$ cat config.mk
export PLATFORM = sky130hd
export DESIGN_NAME = alu_seq
export DESIGN_NICKNAME = d
export VERILOG_FILES = /design/src/rtl/alu_pkg.sv /design/src/rtl/alu_mul_iter.sv /design/src/rtl/alu_seq.sv
export SDC_FILE = /design/constraint.sdc
export NUM_CORES = 1
export LEC_CHECK = 0
export BUFFER_PORTS_ARGS = -buffer_cell sky130_fd_sc_hd__buf_2
export CORE_ASPECT_RATIO = 1.1
export CORE_MARGIN = 1
export CORE_UTILIZATION = 45
export CTS_CLUSTER_DIAMETER = 40
export CTS_CLUSTER_SIZE = 12
export DETAILED_ROUTE_END_ITERATION = 8
export GPL_TIMING_DRIVEN = 0
export RECOVER_POWER = 25
export SYNTH_ARGS = -nofsm -noshare
export SYNTH_HDL_FRONTEND = slang
export SYNTH_SLANG_ARGS = --single-unit
export TNS_END_PERCENT = 5
$ cat constraint.sdc
create_clock -name clk -period 6.6 [get_ports clk]
set_input_delay 0.66 -clock clk [delete_from_list [all_inputs] [get_ports clk]]
set_output_delay 0.66 -clock clk [all_outputs]
set_load 0.005 [all_outputs]
$ cat src/rtl/alu_pkg.sv
// rtl/alu_pkg.sv - shared opcodes, FSM states and status-flag indices for alu_seq.
// Consumed by alu_seq and alu_mul_iter; the multiplier is gated by ALU_SEQ_MUL_EN.
package alu_pkg;

  localparam logic [3:0] OP_MOV = 4'b0000;
  localparam logic [3:0] OP_NOT = 4'b0001;
  localparam logic [3:0] OP_ADD = 4'b0010;
  localparam logic [3:0] OP_SUB = 4'b0011;
  localparam logic [3:0] OP_AND = 4'b0100;
  localparam logic [3:0] OP_OR  = 4'b0101;
  localparam logic [3:0] OP_NGA = 4'b0110;
  localparam logic [3:0] OP_NGB = 4'b0111;
  localparam logic [3:0] OP_XOR = 4'b1000;
  localparam logic [3:0] OP_LSL = 4'b1001;
  localparam logic [3:0] OP_LSR = 4'b1010;
  localparam logic [3:0] OP_ASR = 4'b1011;
  localparam logic [3:0] OP_MUL = 4'b1100;
  localparam logic [3:0] OP_ADC = 4'b1101;
  localparam logic [3:0] OP_CMP = 4'b1110;
  localparam logic [3:0] OP_RSV = 4'b1111;

  typedef enum logic [0:0] {
    ST_IDLE = 1'b0,
    ST_MUL  = 1'b1
  } alu_state_e;

  // Bit positions of {N,Z,C,V} in the status word read by branch logic.
  localparam int FLAG_V = 0;
  localparam int FLAG_C = 1;
  localparam int FLAG_Z = 2;
  localparam int FLAG_N = 3;

endpackage

$ cat src/rtl/alu_mul_iter.sv
// rtl/alu_mul_iter.sv - shift-add multiplier, one multiplier bit per cycle.
// Instantiated by alu_seq only when ALU_SEQ_MUL_EN is defined.
module alu_mul_iter #(
  parameter int WIDTH = 16
) (
  input  logic               clk,
  input  logic               reset,
  input  logic               start_i,
  input  logic [WIDTH-1:0]   a_i,
  input  logic [WIDTH-1:0]   b_i,
  output logic               done_o,
  output logic [2*WIDTH-1:0] prod_o
);
  import alu_pkg::*;

  localparam int CW = $clog2(WIDTH);

  logic [2*WIDTH-1:0] acc_q, acc_d, mcand_q, mcand_d;
  logic [WIDTH-1:0]   mplier_q, mplier_d;
  logic [CW-1:0]      cnt_q, cnt_d;
  logic               run_q, run_d, done_q, done_d;

  always_comb begin
    acc_d    = acc_q;
    mcand_d  = mcand_q;
    mplier_d = mplier_q;
    cnt_d    = cnt_q;
    run_d    = run_q;
    done_d   = 1'b0;
    // Bit 0 is folded into the accepting edge so the product is ready after WIDTH-1 more edges.
    if (start_i) begin
      acc_d    = b_i[0] ? {{WIDTH{1'b0}}, a_i} : '0;
      mcand_d  = {{(WIDTH-1){1'b0}}, a_i, 1'b0};
      mplier_d = b_i >> 1;
      cnt_d    = CW'(1);
      run_d    = 1'b1;
    end else if (run_q) begin
      if (mplier_q[0]) acc_d = acc_q + mcand_q;
      mcand_d  = mcand_q << 1;
      mplier_d = mplier_q >> 1;
      cnt_d    = cnt_q + CW'(1);
      if (cnt_q == CW'(WIDTH - 1)) begin
        run_d  = 1'b0;
        done_d = 1'b1;
      end
    end
  end

  always_ff @(posedge clk) begin
    if (reset) begin
      acc_q    <= '0;
      mcand_q  <= '0;
      mplier_q <= '0;
      cnt_q    <= '0;
      run_q    <= 1'b0;
      done_q   <= 1'b0;
    end else begin
      acc_q    <= acc_d;
      mcand_q  <= mcand_d;
      mplier_q <= mplier_d;
      cnt_q    <= cnt_d;
      run_q    <= run_d;
      done_q   <= done_d;
    end
  end

  assign done_o = done_q;
  assign prod_o = acc_q;

endmodule

$ cat src/rtl/alu_seq.sv
// rtl/alu_seq.sv - registered ALU with NZCV flags and start/busy/done handshake.
// Define ALU_SEQ_MUL_EN to add the iterative multiplier (opcode 1100) and the busy path.
module alu_seq #(
  parameter int WIDTH = 16,
  parameter int SHW   = $clog2(WIDTH)
) (
  input  logic             clk,
  input  logic             reset,
  input  logic             start,
  input  logic [WIDTH-1:0] a,
  input  logic [WIDTH-1:0] b,
  input  logic [3:0]       op_alu,
  output logic [WIDTH-1:0] y,
  output logic             zero,
  output logic             negative,
  output logic             carry,
  output logic             overflow,
  output logic             busy,
  output logic             done
);
  import alu_pkg::*;

  localparam int MSB = WIDTH - 1;

  alu_state_e       state_q, state_d;
  logic [WIDTH-1:0] y_q, y_d;
  logic             z_q, z_d, n_q, n_d, c_q, c_d, v_q, v_d, done_q, done_d;

  logic [WIDTH:0]   ext;
  logic [WIDTH-1:0] res;
  logic             res_c, res_v, upd_y;
  logic [SHW-1:0]   sh;

  assign sh = b[SHW-1:0];

`ifdef ALU_SEQ_MUL_EN
  logic               mul_start, mul_done;
  logic [2*WIDTH-1:0] mul_prod;

  assign mul_start = start && (state_q == ST_IDLE) && (op_alu == OP_MUL);

  alu_mul_iter #(.WIDTH(WIDTH)) u_mul (
    .clk     (clk),
    .reset   (reset),
    .start_i (mul_start),
    .a_i     (a),
    .b_i     (b),
    .done_o  (mul_done),
    .prod_o  (mul_prod)
  );
`endif

  // Single-cycle datapath; carry and overflow come from a WIDTH+1 bit result.
  always_comb begin
    ext   = '0;
    res   = '0;
    res_c = 1'b0;
    res_v = 1'b0;
    upd_y = 1'b1;
    case (op_alu)
      OP_MOV: res = a;
      OP_NOT: res = ~a;
      OP_ADD, OP_ADC: begin
        ext   = {1'b0, a} + {1'b0, b}
              + ((op_alu == OP_ADC) ? {{WIDTH{1'b0}}, c_q} : '0);
        res   = ext[MSB:0];
        res_c = ext[WIDTH];
        res_v = (a[MSB] == b[MSB]) && (res[MSB] != a[MSB]);
      end
      OP_SUB, OP_CMP: begin
        ext   = {1'b0, a} - {1'b0, b};
        res   = ext[MSB:0];
        res_c = ext[WIDTH];
        res_v = (a[MSB] != b[MSB]) && (res[MSB] != a[MSB]);
        upd_y = (op_alu == OP_SUB);
      end
      OP_AND: res = a & b;
      OP_OR:  res = a | b;
      OP_XOR: res = a ^ b;
      OP_NGA: begin
        ext   = {(WIDTH+1){1'b0}} - {1'b0, a};
        res   = ext[MSB:0];
        res_c = ext[WIDTH];
        res_v = a[MSB] && res[MSB];
      end
      OP_NGB: begin
        ext   = {(WIDTH+1){1'b0}} - {1'b0, b};
        res   = ext[MSB:0];
        res_c = ext[WIDTH];
        res_v = b[MSB] && res[MSB];
      end
      // Shifts carry one guard bit so the last bit shifted out lands in ext.
      OP_LSL: begin
        ext   = {1'b0, a} << sh;
        res   = ext[MSB:0];
        res_c = ext[WIDTH];
      end
      OP_LSR: begin
        ext   = {a, 1'b0} >> sh;
        res   = ext[WIDTH:1];
        res_c = ext[0];
      end
      OP_ASR: begin
        ext   = $signed({a, 1'b0}) >>> sh;
        res   = ext[WIDTH:1];
        res_c = ext[0];
      end
      default: res = '0;
    endcase
  end

  always_comb begin
    state_d = state_q;
    y_d     = y_q;
    z_d     = z_q;
    n_d     = n_q;
    c_d     = c_q;
    v_d     = v_q;
    done_d  = 1'b0;
    if (state_q == ST_IDLE) begin
      if (start) begin
`ifdef ALU_SEQ_MUL_EN
        if (op_alu == OP_MUL) begin
          state_d = ST_MUL;
        end else
`endif
        begin
          if (upd_y) y_d = res;
          z_d    = (res == '0);
          n_d    = res[MSB];
          c_d    = res_c;
          v_d    = res_v;
          done_d = 1'b1;
        end
      end
    end
`ifdef ALU_SEQ_MUL_EN
    else if (mul_done) begin
      y_d     = mul_prod[MSB:0];
      z_d     = (mul_prod[MSB:0] == '0);
      n_d     = mul_prod[MSB];
      c_d     = |mul_prod[2*WIDTH-1:WIDTH];
      v_d     = |mul_prod[2*WIDTH-1:WIDTH];
      done_d  = 1'b1;
      state_d = ST_IDLE;
    end
`endif
  end

  always_ff @(posedge clk) begin
    if (reset) begin
      state_q <= ST_IDLE;
      y_q     <= '0;
      z_q     <= 1'b1;
      n_q     <= 1'b0;
      c_q     <= 1'b0;
      v_q     <= 1'b0;
      done_q  <= 1'b0;
    end else begin
      state_q <= state_d;
      y_q     <= y_d;
      z_q     <= z_d;
      n_q     <= n_d;
      c_q     <= c_d;
      v_q     <= v_d;
      done_q  <= done_d;
    end
  end

  assign y        = y_q;
  assign zero     = z_q;
  assign negative = n_q;
  assign carry    = c_q;
  assign overflow = v_q;
  assign done     = done_q;
`ifdef ALU_SEQ_MUL_EN
  assign busy = (state_q == ST_MUL);
`else
  assign busy = 1'b0;
`endif

endmodule

# == Word level (Yosys, flattened, before mapping) ==
# Index checks and enable logic that the tools add are counted.
# Widths: inputs -> output; s select.
# word_totals
reg_bits,21
out_inout_bits,22
wordCells,50
# op_classes
n_addsub,5
n_eq_ne,17
n_shift,3
mux,6
bitwise_logic,4
reduce_logical,9
# op_table
operator,count
$pmux 16 s12,1
$sub 1x16->17 const A,2
$eq 4x4->1 const B,6
$add 16x16->17,1
$add 17x1->17,1
$shl 16x4->17,1
$shr 17x4->17,1
$sshr 17x4->17,1
$sub 16x16->17,1
$and 16x16->16,1
$eq 4x3->1 const B,4
$logic_not 16->1,1
$not 16->16,1
$or 16x16->16,1
$xor 16x16->16,1
$eq 4x2->1 const B,2
$pmux 1 s7,1
$eq 4x1->1 const B,1
$logic_and 1x1->1,4
$logic_not 4->1,1
$pmux 1 s4,1
$reduce_or 2->1,2
$mux 1,3
$ne 1x1->1,3
other kinds (2),2

# == Longest topological paths before layout ==
# Gate-level depths: netlist of the first run.
# logic_depth
word_depth,6
mapped_depth,16

# == Worst setup path after synthesis of the first run ==
# OpenSTA, ideal clock, no wires.
# synth_path
path_type,input-to-reg
from,input port op_alu[3]
to,register z_q (netlist: zero)
setup_ps,69
arrival_time_ps,3896
slack_ps,2635
stages,15
path_cell_list,clkbuf_1 > buf_2 > buf_1 > nand4_1 > fa_1 > fa_1 > nor2b_1 > o2111ai_1 > a41oi_1 > o21ai_0 > nor4_1 > and4bb_2 > and4_1 > nand4b_1 > o21ai_1
# synth_via
elab_chain_len,5
elab_cells_between_ends,20
# synth_lines
item,line_no,text
from (decl),alu_seq.sv:12,"input logic [3:0] op_alu,"
$eq 4x4->1,n/a,
$mux 1,alu_seq.sv:65,"+ ((op_alu == OP_ADC) ? {{WIDTH{1'b0}}, c_q} : '0);"
$add 17x1->17,alu_seq.sv:65,
$pmux 16 s12 (*),alu_seq.sv:60,case (op_alu)
$logic_not 16->1 (*),alu_seq.sv:129,z_d = (res == '0);
to (signal assigned),alu_seq.sv:162,z_q <= z_d;
to (decl),alu_seq.sv:27,"logic z_q, z_d, n_q, n_d, c_q, c_d, v_q, v_d, done_q, done_d;"
# Mark *: on every way between the ends. The rest lies on a longest branch, timed or not.
# A chain may end at the register's enable or synchronous reset.

# == Final worst setup path of the first run ==
# layout_path
from,input port b[1]
to,register c_q (netlist: carry)
# layout_via
elab_chain_len,3
elab_cells_between_ends,8
# layout_lines
item,line_no,text
from (decl),alu_seq.sv:11,"input logic [WIDTH-1:0] b,"
$add 16x16->17,alu_seq.sv:64,"ext = {1'b0, a} + {1'b0, b}"
$add 17x1->17,alu_seq.sv:65,
$pmux 1 s7 (*),alu_seq.sv:60,
to (signal assigned),alu_seq.sv:156,c_q <= 1'b0;
to (signal assigned),alu_seq.sv:164,c_q <= c_d;
to (decl),alu_seq.sv:27,
# Marks and branches as above.

==> impl.org, run 1 <==
** Setup path
- The worst setup path is launched from an input pin.
- Type of the setup path with the least slack :: input pin to flip-flop
- Data required time at the worst endpoint :: 6730 ps
- Kind of capture point of the worst setup path :: flip-flop
- CP arrival :: 4930 ps
- Maximum net fanout on the critical path :: 13

** Yosys
- Synth unique cells :: 96
- Cell area after synthesis :: 6300 sq um
- Commonest cells in the synthesized netlist :: 75 x nor2_1, 53 x ha_1, 48 x inv_1, 43 x nand2_1, 42 x a21oi_1
- Leading area contributor after synthesis :: ha_1
- Post-synthesis cell count :: 844
- Most common cell in the netlist :: nor2_1
- Counting flops and latches in the post-synthesis netlist gives 21.
- For this run, the leading register cell type out of synthesis is dfxtp_1.
- When the netlist entered floorplanning its net count stood at 939.
- Post-synth EDFFs :: 0
- Dividing the synthesized area by the synthesized cell count gives 7.47 sq um.
- After synthesis, the cell types taking the most area are ha_1 11%, dfxtp_1 6.7%, mux2i_1 5.9%, mux4_2 4.6%, nor2_1 4.5%.
- Share of synthesized flip-flops with an asynchronous set or reset :: 0
- For this run, the register share of the synthesized area comes to 0.0667.
- Count of synthesis-stage warnings from yosys :: 0
- Area share of the largest cell type after synthesis :: 0.105

** CTS
- Clock-pin slew was measured on the worst setup and hold paths at 50 ps.
- Total clock sinks :: 21
- In this run the deepest clock path goes through 2 buffers.
- Insertion delay to the later sink of the worst-skew pair :: 260 ps
- In this run, post-CTS repair resized a total of 0 instances.
- In this run the number of H-tree levels came out at 1.
- Number of clock buffers inserted by TritonCTS :: 3
- Post-CTS timing repair inserted 0 buffers for setup.
- Hold buffer count at cts :: 0
- The cell sitting at the root of the clock tree is a clkbuf_16.
- CTS tree :: yes

** GRT
- Overall fraction of global-route tracks in use :: 0.413
- The first global-routing pass estimated 44500 um of wire.
- Pin count of the biggest net entering global routing :: 14
- The number of global-route vias before repair is 7284.
- Total overflow reported by the global router :: 0
- Number of antenna violations at the first check in global routing :: 0

** Job
- The tool flagged a number of max-cap violations equal to 1.

** Power and ir drop
- Power comes to 0.804 mW.
- In this run the power density over the cells is 117 nW/um^2.
- Across the VDD grid, the largest voltage drop is 0.0000613 V.
- Total leakage power :: 2.83 nW

** Routing
- The count of nets left with antenna violations once routing finished came out at 0.
- In the routed layout, each cell is associated on average with a via count of 6.91.
- Dividing the detail-routed wire length by the instance count gives 27.5 um.
- Detailed-route via count :: 7550
- The final layout contains routed wiring with a total length of 30000 um.
- The first routing iteration left 867 violations.
- Drt pass-1 iters :: 5
- DRC violation count after routing :: 0

** Final layout
- Nets@finish :: 1000
- Relative to the synthesized area, the layout overhead comes to 9.35%.
- In the final layout, the share of cells above drive strength 1 is 0.173.
- Antenna cells :: 0

** Hold path
- The worst hold path belongs to the class flip-flop to flip-flop.

** Floorplanning
- Starting utilization of the core area :: 0.459
- The floorplan has 45 rows.
- Total Die Area :: 14500 sq um
- The region available for standard cell placement spans 13700 sq um.
- In this run the horizontal extent of the chip is 115 um.
- Vertical die dimension :: 126 um
- Pin placement for this block handled 61 I/O pins.

** Timing
- RSZ-0062 raised after global routing :: false
- Portion of the clock cycle consumed by the worst path in the final layout :: 0.727
- The max-slew violation count is 1.
- Setup TNS :: 0 ps
- For the final database, setup skew stands at 1.53 ps.
- Clock period minus worst slack :: 4800 ps
- Max Clock Freq :: 208 MHz
- Headroom to the max-slew limit came out at -0.00570.
- For the pin with the worst max-slew slack, the measured transition is 1490 ps.
- The number of hold violations in the final report was 0.
- Final setup vio count :: 0

** Run status
- Violations in the final reports :: capacitance limit, slew limit
- Outcome :: finished with violations

** Placement
- The count of buffers added on input and output ports is 56.
- Placer congestion estimate :: 1.03
- Detailed placement ended at an HPWL of 24100 um.
==> state kept, by name, summed over array words and instances, names as in the netlist <==
name / cells
y: 16
carry: 1
negative: 1
zero: 1
overflow: 1
done: 1
==> cells in the final DEF, fill, tap and decap left out, types with 12 or more instances in the layout <==
cell type,instances
a31oi_1,13
mux2_2,17
o211ai_1,15
clkbuf_1,40
a21oi_1,42
nor3_1,29
dfxtp_1,21
nand2_1,43
nor2b_1,15
a211oi_1,26
and3_1,12
buf_2,80
o21ai_0,30
mux2i_1,37
nand3_1,23
ha_1,53
xnor2_1,23
nor2_1,75
inv_1,48
mux4_2,13
o221ai_1,12
==> through the flow <==
step / cell area [sq um] / setup WS (ps) / hold WS (ps) / util / instances
final: 6890 / 1800 / 480 / 0.502 / 1092
after global routing: 6890 / 1680 / 511 / 0.502 / 1092
after CTS: 6900 / 1940 / 479 / 0.502 / 1092
after detailed placement: 6820 / 1670 / 466 / 0.496 / 1088
after global placement: 6820 / 1650 / 461 / 0.496 / 1088
after floorplan: 6300 / 2630 / 470 / - / 844
==> worst max-delay path: stages <==
cell and delay (ps):
buf_2 130, buf_2 200, inv_2 220, buf_1 700, ha_1 350, nor4b_1 1050
nand2_1 270, nor3_1 250, nor2_1 60, nor4_1 640, nand3b_1 150, mux2i_1 160
nor2_1 50
==> kinds of logic (layout without fill, tap and decap cells) <==
logic type                 Yosys count  after routing  share of synthesized area
xor gates and xnor gates            25             25                     0.0347
muxes                               69             69                      0.140
DFF                                 21             21                     0.0667
adders and majority gates           56             56                      0.115
and+or+nand+nor                    279            279                      0.237
buffers and inverters              129            189                     0.0931
other                                1              1                   0.000595
AOI/OAI and AO/OA                  264            264                      0.313
==> area by class of cell <==
cell class                 count  area [sq um]
fill                        1460          6840
multi-input combinational    694          5300
clock buffer                   4          78.8
timing repair buffer          56           275
inverter                      51           191
sequential                    21           420
buffer                        78           395
tap                          188           235
==> final timing paths <==
path          from     to  slack [ps]  cells past startpoint
max reg2reg  carry   zero        2820                     12
max           b[1]  carry        1800                     13
min reg2reg   zero   zero         480                      2
min           zero   zero         480                      2
==> power by group <==
| part | internal (mW) | switching, mW | total (mW) |
|---|---|---|---|
| Sequential | 0.139 | 0.00617 | 0.145 |
| Combinational | 0.193 | 0.338 | 0.532 |
| Clock | 0.0823 | 0.0452 | 0.128 |
==> metal layers <==
metal | vias to the layer above | wire, um | track usage
met5 | - | 0 | 0
met4 | 0 | 1920 | 0.240
met3 | 126 | 2730 | 0.0597
met2 | 444 | 13800 | 0.687
met1 | 3646 | 11600 | 0.502
li1 | 3334 | - | -
(Power assumes the default switching activity.)
==> run 2, diff against run 1 <==
- PLACE_DENSITY: unset -> 0.66
- clock period: 6.6 -> 3.89 ns (I/O delays scaled with it)
==> run 2 against run 1 <==
Effect of this change:
- the flow finishes with violations (DRC)
- global-route usage decreased by 2.4 points
- non-clock buffer count decreased by 1
- first-iteration DRC count increased by 25%
- sequential power increased by 69%
- utilization increased by 0.62 points
- routed wire length decreased by 4.8%
- via count increased by 0.65%
- clock-buffer cell count decreased by 1
- final area increased by 1.2%
- largest power group unchanged
==> impl.org, run 2 (same netlist as run 1, synthesis figures left out) <==
** CTS
- Insertion delay to the later sink of the worst-skew pair :: 250 ps
- Number of H-tree levels :: 1
- CTS tree :: yes
- In this run the clock root is driven by a clkbuf_16.
- No sink is reached through more buffers than the 2 on the longest clock path.
- The tree built by TritonCTS fans out to 21 sinks.
- The number of clock buffers added by TritonCTS is 3.
- After clock tree synthesis, the clock-pin slew on the worst setup and hold paths is 60 ps.

** Job
- Max-cap check violation count :: 0

** Final layout
- Most used cells in the layout excluding fill and tap cells :: 75 x nor2_1, 71 x buf_2, 53 x ha_1
- The filler cells instantiated in the layout total 1445.
- Of the cells placed in the final design, the portion with a size suffix greater than 1 is 0.187.
- Nets@finish :: 999
- The register with the most flip-flops in the layout has 16 of them.
- Area growth from synthesis to layout :: 10.7%
- The library cell used most frequently in the layout, excluding fill and tap cells, is nor2_1.
- Once layout is complete, the utilization of the core stands at 0.508.
- Antenna cells :: 0

** Timing
- Worst hold margin :: 409 ps
- Setup repair after global routing could not meet its margin everywhere.
- Setup TNS :: 0 ps
- Derived from the worst setup path, the maximum achievable clock frequency is 257 MHz.
- Headroom to the max-slew limit came out at 0.385.
- At the pin with the least slew margin, the transition time is 919 ps.
- The worst path in the final design needs a cycle of 3890 ps, including I/O delays and setup.
- Of the available clock period, the critical path in the final layout requires 1.00.
- Final hold violation count :: 0
- Slew Limit Fails :: 0
- Between clock sinks in the finished design, the worst skew comes to 3.74 ps.
- Final setup vio count :: 0
- Worst path setup slack after routing :: 0.278 ps

** Setup path
- STA classifies the critical path endpoint as a flip-flop.
- Maximum net fanout on the critical path :: 10
- The worst register-to-register path has a setup slack of 460 ps.
- Endpoint of the worst register-to-register path :: zero
- Measured in cells, the most critical reg-to-reg path has a length of 12.
- By startpoint and endpoint, the worst setup path is classified as input pin to flip-flop.
- The worst register-to-register path begins at carry.
- Data arrives at the worst endpoint at 4070 ps.
- STA classifies the critical path startpoint as an input pin.
- Data required time at the worst endpoint :: 4080 ps

** Routing
- Before antenna repair, the detailed router went through 9 iterations.
- DRC violation count after routing :: 2
- Detailed-route via count :: 7599
- Total length of routed wires :: 28600 um
- In the final routed layout, each cell accounts on average for 26.2 um.
- The detailed router finished its first iteration with 1087 violations.
- After detailed routing, the number of vias per cell comes to 6.97.
- In this run the remaining antenna-violating nets after routing total 0.

** Run status
- The run finished, with violations left.
- The final reports fail on DRC.

** Hold path
- The startpoint identified for the worst hold timing path is start.
- Hold Path Stages :: 2
- The min-delay analysis places its worst path in the category input pin to flip-flop.
- Worst hold path endpoint :: negative

** Floorplanning
- In this run the count of I/O pins placed on the die edge is 61.
- The total area inside the core boundary comes to 13700 sq um.
- The floorplan has 45 rows.
- Starting utilization of the core area :: 0.459
- Total Die Area :: 14500 sq um
- Vertical die dimension :: 126 um
- Width of the chip :: 115 um

** Power and ir drop
- Pwr per Cell Area :: 197 nW/um^2
- Across the VDD grid, the largest voltage drop is 0.000128 V.
- For this design the static power due to leakage is 2.83 nW.

** Placement
- Half-perimeter wire length after placement :: 22800 um
- Buffers placed on the I/O ports in this run total 56.
- Placer congestion estimate :: 1.03
- OpenSTA, run right after detailed placement, puts the worst setup slack at -857 ps.

** GRT
- Overall fraction of global-route tracks in use :: 0.389
- Total overflow reported by the global router :: 0
- Via count of the first global-routing pass :: 7011
- Number of antenna violations at the first check in global routing :: 0
- The first global-routing pass estimated 42500 um of wire.
- Entering global routing, the biggest net connects 22 pins.
[run 2: per-stage QoR]
| step | total power [mW] | instance area (sq um) | std cells |
|---|---|---|---|
| 3_3_place_gp | 1.11 | 6820 | 1088 |
| 5_1_grt | 1.44 | 6980 | 1091 |
| 4_1_cts | 1.33 | 6920 | 1089 |
| 2_1_floorplan | 0.828 | 6300 | 844 |
| 6_report | 1.38 | 6980 | 1091 |
| 3_5_place_dp | 1.11 | 6820 | 1088 |
[run 2: how the worst max path moves through the flow]
stage	from	endpoint	slack (ps)
finish	a[4]	zero	0.3
global route	a[4]	zero	-50
CTS	op_alu[2]	zero	30
detailed placement	op_alu[3]	zero	-860
global placement	b[1]	zero	-960
floorplan	op_alu[3]	zero	200
[run 2: repair_timing]
action                                  4_1_cts  5_1_grt
endpoints found under the setup margin       12        5
hold buffers                                  0        0
setup buffers                                 0        3
resized for setup                             7       17
cloned                                        0        0
pin swaps                                     1        5
[run 2: report_power, final]
group | total (mW) | switching (mW) | internal (mW)
sequential | 0.245 | 0.00983 | 0.235
clock | 0.217 | 0.0779 | 0.139
combinational | 0.913 | 0.577 | 0.337
total | 1.38 | 0.664 | 0.711
[run 2: critical path, cell delays in order]
cell and delay (ps):
buf_2 120, clkbuf_1 450, inv_1 310, ha_1 350, buf_2 200, nor3b_1 100
nor3_2 370, a21oi_1 150, o41ai_1 610, nand2b_1 190, o221ai_1 200, a2111oi_2 340
nand4b_1 150, o21ai_1 140
[run 2: routing by layer]
layer | global-route usage | share of wire
met3 | 0.0698 | 0.12
met2 | 0.608 | 0.43
met4 | 0.243 | 0.078
met5 | 0 | 0
met1 | 0.490 | 0.37
[run 2: final cells by class]
| class | instances | area [sq um] | area share |
|---|---|---|---|
| Timing Repair Buffer | 60 | 302 | 0.0432 |
| Inverter | 51 | 195 | 0.0280 |
| Multi-Input combinational cell | 694 | 5350 | 0.767 |
| Sequential cell | 21 | 420 | 0.0602 |
| Tap cell | 188 | 235 | 0.0337 |
| Clock inverter | 1 | 7.51 | 0.00108 |
| Clock buffer | 3 | 75.1 | 0.0108 |
| Buffer | 73 | 393 | 0.0563 |
==> run 3, diff against run 2 <==
- CORE_MARGIN: 1 -> 3
==> run 3 against run 2 <==
Effect of this change:
- the run now ends clean
- routed wire length grew 3.4%
- clock-buffer cell count is the same
- flip-flop and latch count is the same
- largest cell class unchanged
- highest routed layer unchanged
==> impl.org, run 3 (same netlist as run 1, synthesis figures left out) <==
** Final layout
- In the final layout, the share of cells above drive strength 1 is 0.190.
- After the last flow step, the layout net total stands at 998.
- Layout Utilization :: 0.521
- The register with the most flip-flops in the layout has 16 of them.
- The repair_antennas step left the layout with diodes totalling 0.
- Area growth from synthesis to layout :: 11.0%
- For this run, the number of standard cells in the final layout without fillers is 1086.
- The filler cells instantiated in the layout total 1412.
- Most used cells in the layout excluding fill and tap cells :: 75 x nor2_1, 72 x buf_2, 53 x ha_1
- Leading cell type in the layout, fill and taps excluded :: nor2_1

** Floorplanning
- Starting utilization of the core area :: 0.469
- Rows :: 44
- The floorplan step set the die width to 119 um.
- Total Die Area :: 15500 sq um
- Vertical die dimension :: 130 um
- IO Count :: 61
- Core Footprint :: 13400 sq um

** CTS
- Buffers inserted during clock tree synthesis total 3.
- The longest clock path from root to sink contains 2 buffers.
- TritonCTS built the clock tree.
- In this run the number of H-tree levels came out at 1.
- Insertion delay to the later sink of the worst-skew pair :: 260 ps
- The cell sitting at the root of the clock tree is a clkbuf_16.
- Clock-pin slew was measured on the worst setup and hold paths at 60 ps.
- Hold buffer count at cts :: 0
- The tree built by TritonCTS fans out to 21 sinks.

** Placement
- Timing analysis after detailed placement gives a worst setup slack of -758 ps.
- At the end of routability-driven placement, the weighted congestion stood at 1.05.
- Half-perimeter wire length after placement :: 23500 um
- Port buffering added 56 buffers.
- Placed Cells incl. Taps :: 1084

** Hold path
- The path class of the tightest hold or removal check is input pin to flip-flop.
- The path with the worst hold slack has its endpoint at negative.
- Hold Path Stages :: 2
- Hold Path Origin :: start

** Timing
- The max-slew violation count came to 0.
- Static timing analysis puts the maximum clock frequency at 266 MHz.
- Portion of the clock cycle consumed by the worst path in the final layout :: 0.965
- Worst Max-Slew Pin Slew :: 1280 ps
- Final hold violation count :: 0
- Final setup vio count :: 0
- Clock Skew :: 1.06 ps
- The clock period could shrink to 3750 ps.
- Setup TNS :: 0 ps
- In this run the tightest slew margin relative to its limit is 0.143.
- Setup slack on the critical path of the routed design comes to 136 ps.

** GRT
- The first global-routing pass estimated 43700 um of wire.
- The initial antenna violation count came to 0.
- Summed over all layers, the global routing overflow is 0.
- Across every metal layer, demand over resource in global routing totals 0.369.
- The number of global-route vias before repair was 7097.
- Entering global routing, the biggest net connects 22 pins.

** Routing
- After detailed routing, the total wire length is 29600 um.
- Vias per inst :: 7.00
- For this run, design rule violations remaining after detail routing come to 0.
- Number of antenna-violating nets in the routed design :: 0
- DRC marker count from the first detailed-route iteration :: 923
- The routed layout has 7604 vias.
- Post-DR wirelength/cell :: 27.2 um
- Before antenna repair, the detailed router went through 6 iterations.

** Setup path
- Kind of capture point of the worst setup path :: flip-flop
- Data required time at the worst endpoint :: 4020 ps
- Setup crit start kind :: input pin
- The critical path in this run is classified as input pin to flip-flop.
- Cells on worst reg2reg path :: 12
- The startpoint identified for the worst register-to-register timing path is carry.
- Along the worst path, the maximum fanout reaches 10.
- STA puts the critical path data arrival time at 3890 ps.
- R2R Setup Slk :: 600 ps
- In this run the critical register-to-register path is captured at zero.

** Power and ir drop
- Of the total power, the share spent switching nets is 0.487.
- Internal power :: 0.712 mW
- The design draws 1.39 mW.
- The share of total power dissipated in combinational logic is 0.665.
- Power spread over the standard cell area amounts to 198 nW/um^2.
- Of the total power, the clock network draws 0.158.
- Across the VDD grid, the largest voltage drop is 0.000132 V.
- Total leakage power :: 2.84 nW
- Portion of total power attributed to sequential cells :: 0.177
- Psw :: 0.676 mW

** Job
- The tool flagged a number of max-cap violations equal to 0.

** Run status
- Outcome :: finished, final reports clean
## run 3: worst max path at each step
stage / from / end / slack, ps / cells after the start
finish: b[1] / y[15] / 140 / 16
global route: b[0] / zero / -3 / 17
CTS: b[0] / zero / 40 / 17
detailed placement: op_alu[3] / zero / -760 / 15
global placement: b[1] / zero / -1210 / 14
floorplan: op_alu[3] / zero / 200 / 15
## run 3: repair_timing
action                                  CTS  global route
gates resized for setup                   8            16
buffers inserted                          0             3
pin swaps                                 0             4
endpoints found under the setup margin    9             7
## run 3: metal layers
metal | GRT usage | wire length [um]
met5 | 0 | 0
met4 | 0.190 | 1750
met3 | 0.0581 | 3010
met2 | 0.613 | 13300
met1 | 0.465 | 11500
## run 3: critical path: stages
cell and delay [ps]:
buf_2 120, buf_2 190, buf_2 220, nor4_2 570, and2_1 370, and3_1 200, ha_1 120, mux2i_1 70
nand2_1 80, a21oi_1 60, or4_1 640, a211oi_1 260, o31ai_1 120, o22ai_2 240, mux2_4 200, nor2_2 30
## run 3: power by group through the flow
stage / registers [mW] / clock network (mW) / logic, mW
floorplan: 0.251 / 0 / 0.577
global placement: 0.249 / 0 / 0.868
detailed placement: 0.249 / 0 / 0.866
global route: 0.247 / 0.224 / 0.976
finish: 0.245 / 0.220 / 0.923
CTS: 0.245 / 0.217 / 0.873
## run 3: final cells by class
cell class              count  area (sq um)  share of cell area
multi-input cells         694          5390               0.769
repair buffers             59           294              0.0420
inverters                  51           195              0.0279
flip-flops and latches     21           420              0.0601
clock inverters             1          5.00            0.000715
plain buffers              73           394              0.0563
clock buffers               3          75.1              0.0107
well taps                 184           230              0.0329
## run 3: metrics by stage
| stage | hold WS (ps) | cell area, sq um |
|---|---|---|
| floorplan | 470 | 6300 |
| global placement | 457 | 6820 |
| detailed placement | 465 | 6830 |
| CTS | 436 | 6930 |
| global route | 462 | 7000 |
| finish | 436 | 7000 |
